--- src/rtl/design_switch_pkg.sv ---
// Shared types and constants for the design-switch controller.
package design_switch_pkg;

  localparam int DESIGN_IDX_W = 4;
  localparam logic [DESIGN_IDX_W-1:0] DESIGN_NONE = 4'd0;

  typedef enum logic [1:0] {
    ST_OFF,
    ST_ISOLATE,
    ST_RESET,
    ST_RUN
  } switch_state_e;

  // Out-of-range indices collapse to "no design" so the pads end up parked.
  function automatic logic [DESIGN_IDX_W-1:0] legal_select(
    input logic [DESIGN_IDX_W-1:0] sel,
    input logic [DESIGN_IDX_W-1:0] max_idx
  );
    return (sel > max_idx) ? DESIGN_NONE : sel;
  endfunction

endpackage

--- src/rtl/design_switch_ctrl_phase_timer.sv ---
// Loadable down-counter; done is high while the count sits at zero.
module phase_timer #(
  parameter int WIDTH = 4
) (
  input  logic             clk,
  input  logic             rst,
  input  logic             load,
  input  logic [WIDTH-1:0] load_val,
  output logic             done
);

  logic [WIDTH-1:0] count_q, count_d;

  always_comb begin
    count_d = count_q;
    if (load) begin
      count_d = load_val;
    end else if (count_q != '0) begin
      count_d = count_q - 1'b1;
    end
  end

  always_ff @(posedge clk) begin
    if (rst) begin
      count_q <= '0;
    end else begin
      count_q <= count_d;
    end
  end

  assign done = (count_q == '0);

endmodule

--- src/rtl/design_switch_ctrl.sv ---
// Sequences glitch-free hand-over of the shared pad ring between student designs.
// Optional switch statistics counter enabled by defining DESIGN_SWITCH_STATS_EN.
module design_switch_ctrl
  import design_switch_pkg::*;
#(
  parameter int NUM_PROJECTS = 13,
  parameter int ISO_CYCLES   = 4,
  parameter int RST_CYCLES   = 8
) (
  input  logic                    clk,
  input  logic                    rst,
  input  logic                    req_valid,
  input  logic [DESIGN_IDX_W-1:0] req_select,
  output logic                    busy,
  output logic                    req_drop,
  output logic                    sel_err,
  output logic [DESIGN_IDX_W-1:0] active_select,
  output logic                    pad_isolate,
  output logic                    design_rst,
  output logic [7:0]              switch_count
);

  localparam int PHASE_MAX = (ISO_CYCLES > RST_CYCLES) ? ISO_CYCLES : RST_CYCLES;
  localparam int CNT_W     = $clog2(PHASE_MAX) + 1;
  localparam logic [DESIGN_IDX_W-1:0] MAX_IDX = DESIGN_IDX_W'(NUM_PROJECTS);

  switch_state_e           state_q, state_d;
  logic [DESIGN_IDX_W-1:0] target_q, target_d;
  logic [DESIGN_IDX_W-1:0] active_select_q, active_select_d;
  logic                    pad_isolate_q, pad_isolate_d;
  logic                    design_rst_q, design_rst_d;
  logic                    busy_q, busy_d;
  logic                    req_drop_q, req_drop_d;
  logic                    sel_err_q, sel_err_d;

  logic [DESIGN_IDX_W-1:0] req_idx;
  logic                    start_seq;
  logic                    timer_load;
  logic [CNT_W-1:0]        timer_val;
  logic                    timer_done;

  assign req_idx = legal_select(req_select, MAX_IDX);

  phase_timer #(
    .WIDTH (CNT_W)
  ) u_phase_timer (
    .clk      (clk),
    .rst      (rst),
    .load     (timer_load),
    .load_val (timer_val),
    .done     (timer_done)
  );

  always_comb begin
    state_d         = state_q;
    target_d        = target_q;
    active_select_d = active_select_q;
    pad_isolate_d   = pad_isolate_q;
    design_rst_d    = design_rst_q;
    busy_d          = busy_q;
    timer_load      = 1'b0;
    timer_val       = '0;
    start_seq       = 1'b0;
    req_drop_d      = req_valid && busy_q;
    sel_err_d       = sel_err_q || (req_valid && (req_select > MAX_IDX));

    unique case (state_q)
      ST_OFF:  start_seq = req_valid && (req_idx != DESIGN_NONE);
      ST_RUN:  start_seq = req_valid && (req_idx != active_select_q);
      ST_ISOLATE: begin
        // The mux only moves here, while the pads are still isolated.
        if (timer_done) begin
          if (target_q != DESIGN_NONE) begin
            state_d         = ST_RESET;
            active_select_d = target_q;
            design_rst_d    = 1'b1;
            timer_load      = 1'b1;
            timer_val       = CNT_W'(RST_CYCLES - 1);
          end else begin
            state_d         = ST_OFF;
            active_select_d = DESIGN_NONE;
            design_rst_d    = 1'b1;
            busy_d          = 1'b0;
          end
        end
      end
      ST_RESET: begin
        if (timer_done) begin
          state_d       = ST_RUN;
          pad_isolate_d = 1'b0;
          design_rst_d  = 1'b0;
          busy_d        = 1'b0;
        end
      end
      default: state_d = ST_OFF;
    endcase

    // The outgoing design keeps its current reset level during isolation.
    if (start_seq) begin
      state_d       = ST_ISOLATE;
      target_d      = req_idx;
      pad_isolate_d = 1'b1;
      busy_d        = 1'b1;
      timer_load    = 1'b1;
      timer_val     = CNT_W'(ISO_CYCLES - 1);
    end
  end

  always_ff @(posedge clk) begin
    if (rst) begin
      state_q         <= ST_OFF;
      target_q        <= DESIGN_NONE;
      active_select_q <= DESIGN_NONE;
      pad_isolate_q   <= 1'b1;
      design_rst_q    <= 1'b1;
      busy_q          <= 1'b0;
      req_drop_q      <= 1'b0;
      sel_err_q       <= 1'b0;
    end else begin
      state_q         <= state_d;
      target_q        <= target_d;
      active_select_q <= active_select_d;
      pad_isolate_q   <= pad_isolate_d;
      design_rst_q    <= design_rst_d;
      busy_q          <= busy_d;
      req_drop_q      <= req_drop_d;
      sel_err_q       <= sel_err_d;
    end
  end

  assign busy          = busy_q;
  assign req_drop      = req_drop_q;
  assign sel_err       = sel_err_q;
  assign active_select = active_select_q;
  assign pad_isolate   = pad_isolate_q;
  assign design_rst    = design_rst_q;

`ifdef DESIGN_SWITCH_STATS_EN
  logic [7:0] switch_count_q, switch_count_d;
  logic       seq_done;

  // RUN and OFF are only ever entered at the end of a sequence.
  assign seq_done = (state_d != state_q) && ((state_d == ST_RUN) || (state_d == ST_OFF));

  always_comb begin
    switch_count_d = switch_count_q;
    if (seq_done && (switch_count_q != 8'hFF)) begin
      switch_count_d = switch_count_q + 8'd1;
    end
  end

  always_ff @(posedge clk) begin
    if (rst) begin
      switch_count_q <= 8'd0;
    end else begin
      switch_count_q <= switch_count_d;
    end
  end

  assign switch_count = switch_count_q;
`else
  assign switch_count = 8'd0;
`endif

endmodule
--- config.mk ---
export PLATFORM = sky130hd
export DESIGN_NAME = design_switch_ctrl
export DESIGN_NICKNAME = d
export VERILOG_FILES = /design/src/rtl/design_switch_pkg.sv /design/src/rtl/design_switch_ctrl_phase_timer.sv /design/src/rtl/design_switch_ctrl.sv
export SDC_FILE = /design/constraint.sdc
export NUM_CORES = 1
export LEC_CHECK = 0
export CAP_MARGIN = 20
export CORE_ASPECT_RATIO = 0.75
export CORE_UTILIZATION = 32
export DETAILED_ROUTE_END_ITERATION = 8
export REMOVE_ABC_BUFFERS = 1
export SYNTH_ARGS = -nofsm -noshare
export SYNTH_HDL_FRONTEND = slang
export SYNTH_HIERARCHICAL = 1
export SYNTH_SLANG_ARGS = --single-unit
--- constraint.sdc ---
create_clock -name clk -period 2.6 [get_ports clk]
set_clock_uncertainty 0.05 [all_clocks]
set_input_delay 0.39 -clock clk [delete_from_list [all_inputs] [get_ports clk]]
set_output_delay 0.39 -clock clk [all_outputs]
set_load 0.01 [all_outputs]
* After elaboration in Yosys (flattened, before gate mapping)
Index checks and enable logic that the tools add are counted.
** Word-level totals
- Bits in read-only memories :: 0
- Latch bits :: 0
- Bits in writable memories :: 0
- Flip-flop bits (word level) :: 19
- Memories :: 0
- Output and inout port bits :: 17
** Cells by class
- Bitwise gates (word level) :: 0
- Multiply operators :: 0
- Div/mod/pow operators :: 0
- Order comparisons :: 1
- Reductions and logical operators :: 19
- Muxes and demuxes :: 25
- Add/sub/neg operators :: 1
- Equal/unequal tests :: 9
- Shift operators :: 0
** Operators with widths (number)
- 2-to-1 mux 4 bit :: 5
- nonzero test 4 bit :: 3
- 2-to-1 mux 1 bit :: 10
- 2-to-1 mux 3 bit :: 3
- != test 3 bit (second input constant) :: 3
- 2-to-1 mux 2 bit :: 3
- case mux 1 bit (2 select lines) :: 3
- AND reduction 3 bit :: 2
- == test 2 bit (second input constant) :: 2
- > comparator 4 bit (second input constant) :: 1
- logical AND 1 bit :: 4
- zero test 4 bit :: 1
- != test 2 bit (second input constant) :: 2
- != test 4 bit :: 1
- case mux 2 bit (2 select lines) :: 1
- AND reduction 2 bit :: 2
- AND reduction 4 bit :: 1
- nonzero test 2 bit :: 2
- subtractor 4 x 1 -> 4 bit (second input constant) :: 1
- nonzero test 3 bit :: 1
- == test 2 x 1 -> 1 bit (second input constant) :: 1
- zero test 2 bit :: 1
- OR reduction 2 bit :: 1
- logical OR 1 bit :: 1

* Logic depth before layout (Yosys ltp)
- Word-level depth :: 7
- Mapped depth :: 9
- Gate-level depth less buffers :: 8

* Modules after synthesis
Netlist, hierarchy kept.
** By module, submodules not included
- design_switch_ctrl :: cells an instance 117, times used 1, area each 907.1 sq um, sequential area each 300.3 sq um
- phase_timer :: cells an instance 24, times used 1, area each 229.0 sq um, sequential area each 80.1 sq um

* Worst setup path after synthesis
OpenSTA, ideal clock, no wires.
- Path kind :: in2reg
- Start :: input req_select[3]
- End :: register u_phase_timer.count_q[3]
- Slack :: 0.228 ns
- Required time :: 2.458 ns
- Setup time :: 0.092 ns
- Path buffers :: 1
- Cell stages on the path :: 8
- Arrival :: 2.230 ns
- Path through :: buf_2 -> a21boi_1 -> mux2_2 -> a211o_1 -> nand2_1 -> o21ai_0 -> or2_2 -> o32ai_1
** On the way
- Longest elaborated chain between the ends :: 7
- Elaborated cells between the ends (all ways) :: 10
- Those cells by class :: 1 x order compare; 1 x eq/ne; 4 x mux; 4 x reduce/logical
** Ends and longest elaborated chain
- start: declaration :: RTL line design_switch_ctrl.sv:13 : input logic [DESIGN_IDX_W-1:0] req_select,
- > comparator 4 bit :: RTL line design_switch_pkg.sv:19 : return (sel > max_idx) ? DESIGN_NONE : sel;
- 2-to-1 mux 4 bit * :: RTL line design_switch_pkg.sv:19
- != test 4 bit or nonzero test 4 bit (tied branches) :: RTL line design_switch_ctrl.sv:69, design_switch_ctrl.sv:68
- logical AND 1 bit, on equally long branches :: RTL line design_switch_ctrl.sv:69, design_switch_ctrl.sv:68
- case mux 1 bit (2 select lines) * :: RTL line design_switch_ctrl.sv:67 : unique case (state_q)
- 2-to-1 mux 1 bit * :: RTL line design_switch_ctrl.sv:99 : if (start_seq) begin
- via timer_load :: RTL line design_switch_ctrl.sv:38 : logic timer_load;
- 2-to-1 mux 4 bit or nonzero test 2 bit (tied branches)
- end signal: assignment :: RTL line design_switch_ctrl_phase_timer.sv:27 : count_q <= count_d;
- end: declaration :: RTL line design_switch_ctrl_phase_timer.sv:12 : logic [WIDTH-1:0] count_q, count_d;
The timed path passes the listed nets; every way through them passes the cells marked *.
A chain may end at the register's enable or synchronous reset.

* Final worst setup path
Same ends and word-level chain as after synthesis.

==> metrics <==
outcome completed; CP endpoint kind flip-flop; Clock Sinks 19; DP Worst Slack -0.1009 ns; launch point of the worst reg-to-reg path state_q[0]; Cell Area, Synth 1136 um2; Routability Congestion 0.8414; Final Cycle Share approximately 93%; share of layout cells above drive strength 1 ~18%; die area ~3800 um2; post-synthesis mux area share roughly 2.9%; global route overflow 0; peak fanout along the critical path 6; via/cell ratio 4.986; sequential share of the synthesized area roughly a third; largest family of logic cells by synthesized area simple AND/OR/NAND/NOR gates; Compound-Gate Fraction of Synth Area 19.27%; Hold Crit Start busy; initial antenna violation count 0; Synth cell types 41; final setup margin 0.1820 ns; R2R Setup Slk 0.45 ns; max-slew violation count 0; dpl cell area 1391 um2; post-route ant nets 0; Port Buffers 15; Final setup viols 0; Setup CP Type in -> reg; CTS tree built; Power Total 1.367 mW; WL final about 2500 um; worst hold path class reg -> reg; H-tree Lvls 1; FF+latch count, synth 19; worst flop-to-flop path endpoint u_phase_timer/count_q[3]; Syn Inst Count 141; Final Critical Period around 2.4 ns; GRT Overall Usage around 14%; DRT iter0 DRCs 77; via count 1,047; Fillers 344; Worst R2R Path Depth 8; Synth Area in XOR/XNOR under 10%; Max VDD drop ~0.45 mV; Avg WL per Cell roughly 12 um; hold depth 2; Area growth syn-to-layout 26.98%; Root Driver clkbuf_8; Pwr Density approximately 950 nW/um2; Post-Synth Simple-Gate Area between 20% and 30%; Clk pin slew, worst setup/hold paths 0.07 ns; Max Fclk 413.6 MHz; Final Core Density 43.28%; design area 1443 um2; Num CTS Buffers 3; Static Leak 0.5571 nW; Worst Path Required about 2.7 ns; Adder-Cell Fraction of Synth Area 4.405%; n_diodes 0; Std-Cell Rows 18; Setup Buffers After CTS 0; clock latency at the later pin of the worst-skew pair 0.25 ns; area of the multi-input gates 683.2 um2; pin count of the biggest net entering global routing 14; Startpoint Class input port; nets 182; die width ~71 um; Starting Density 34.08%; Max-Cap Viols 0; DRC 0; Core ar. 3333 um2; die height 53.60 um; Crit path arrival time 2.51 ns; hold path endpoint req_drop; DR pass1 iterations 6; post-cts hold buffer count 0; Reg area about 380 um2; vias in the first global route 933; RSZ-0062 raised after global routing no; Final HPWL DP roughly 2000 um; Final Hold Fails 0; first-pass GRT wire length 4209 um; average size of a mapped cell 8.057 um2; clk buf depth 2; Yosys warnings 6; Ports 24
[stage by stage]
stage          cells  hold slack [ns]  TNS [ns]
5_1_grt          210           0.4289         0
4_1_cts          210           0.3994         0
3_5_place_dp     206           0.3895   -0.1009
3_3_place_gp     206           0.3888         0
6_report         210           0.3958         0
2_1_floorplan    136           0.3966         0
[worst max-delay path by stage]
stage                                          end  cells after the start  slack (ns)          start
after global routing      u_phase_timer/count_q[3]                      9        0.06  req_select[3]
final                     u_phase_timer/count_q[3]                      9        0.18  req_select[3]
after detailed placement  u_phase_timer/count_q[3]                      8       -0.10  req_select[1]
after CTS                 u_phase_timer/count_q[3]                      8        0.16  req_select[1]
after global placement    u_phase_timer/count_q[3]                      8       0.002  req_select[1]
after floorplan           u_phase_timer/count_q[3]                      7        0.38  req_select[2]
[Yosys cell counts, drive strengths merged]
library cell,instances,share of area (%)
or4,1,0.99
and3,1,0.55
o22ai,3,1.7
a21oi,13,6.1
ha,4,4.4
o21ai,9,4.0
mux2,2,2.0
nand3,6,2.6
conb,1,0.33
a211oi,1,1.1
a21boi,1,0.66
a311oi,1,0.77
nand4,4,2.2
xnor2,3,2.3
nor3b,1,1.7
o211ai,2,1.3
a211o,2,1.5
nor2b,2,1.1
nand2b,4,2.2
inv,5,1.7
buf,10,6.7
and3b,2,1.7
dfxtp,19,33
mux2i,1,0.88
nor3,6,3.1
nand2,16,5.3
nor4bb,1,0.88
a22oi,1,0.66
clkbuf,3,0.99
nor2,11,3.9
o32ai,1,0.77
o2bb2ai,1,0.77
or2,2,1.3
nor4,1,0.55
[cells in the final DEF (no fill, tap or decap), types with 2 or more instances in the layout]
| cell type | instances |
|---|---|
| a211o_1 | 2 |
| mux2_2 | 2 |
| nand2_1 | 16 |
| nand2b_1 | 4 |
| a21oi_1 | 12 |
| clkdlybuf4s50_1 | 14 |
| nor2_1 | 10 |
| xnor2_1 | 3 |
| o21ai_0 | 9 |
| o22ai_1 | 3 |
| ha_1 | 4 |
| nand4_1 | 4 |
| conb_1 | 9 |
| nand3_1 | 6 |
| dfxtp_1 | 19 |
| inv_1 | 5 |
| o211ai_1 | 2 |
| nor3_1 | 5 |
| clkbuf_8 | 3 |
| buf_4 | 15 |
| nor2b_1 | 2 |
[worst max-delay path: stages]
cell and delay (ns):
clkdlybuf4s50_1 0.55, buf_4 0.17, and3_1 0.19, o211ai_1 0.14
a211o_1 0.31, nand2_1 0.08, o21ai_0 0.10, or2_2 0.33
o32ai_1 0.27
[repair_timing]
item                                   CTS  global route
setup endpoints to repair                0             1
resized for setup                        0             2
endpoints found under the hold margin    0             0
[where the power goes]
group	total [mW]	switching (mW)	internal (mW)
combinational	0.743	0.398	0.345
sequential	0.425	0.0634	0.362
clock	0.198	0.0895	0.109
[routing by layer]
| layer | vias up | GRT usage (%) | share of wire (%) | wire length [um] |
|---|---|---|---|---|
| met1 | 485 | 20.14 | 53 | 1343 |
| met3 | 0 | 4.682 | 3.7 | 94 |
| li1 | 541 | - | - | - |
| met5 | - | 0 | 0 | 0 |
| met2 | 21 | 22.12 | 43 | 1106 |
| met4 | 0 | 3.000 | 0 | 0 |
[sequential cells by signal (all words and copies together) (netlist names)]
name	flops
active_select	4
busy	1
design_rst	1
pad_isolate	1
req_drop	1
sel_err	1
state_q	2
target_q	4
u_phase_timer/count_q	4
[layout make-up]
type                       count  area share, %
multi-input combinational    112          47.35
sequential                    19          26.37
timing repair buffer          30          18.39
tap                           40          3.469
clock buffer                   4          3.122
inverter                       5          1.301
[logic make-up (layout without fill, tap and decap cells)]
kind of cell    after synthesis  count (layout)
xor+xnor                      3               3
buf+inv                      18              39
fa+ha+maj                     4               4
mux                           3               3
simple gates                 58              58
flops                        19              19
other cells                   1               9
compound gates               35              35
(Power assumes the default switching activity.)
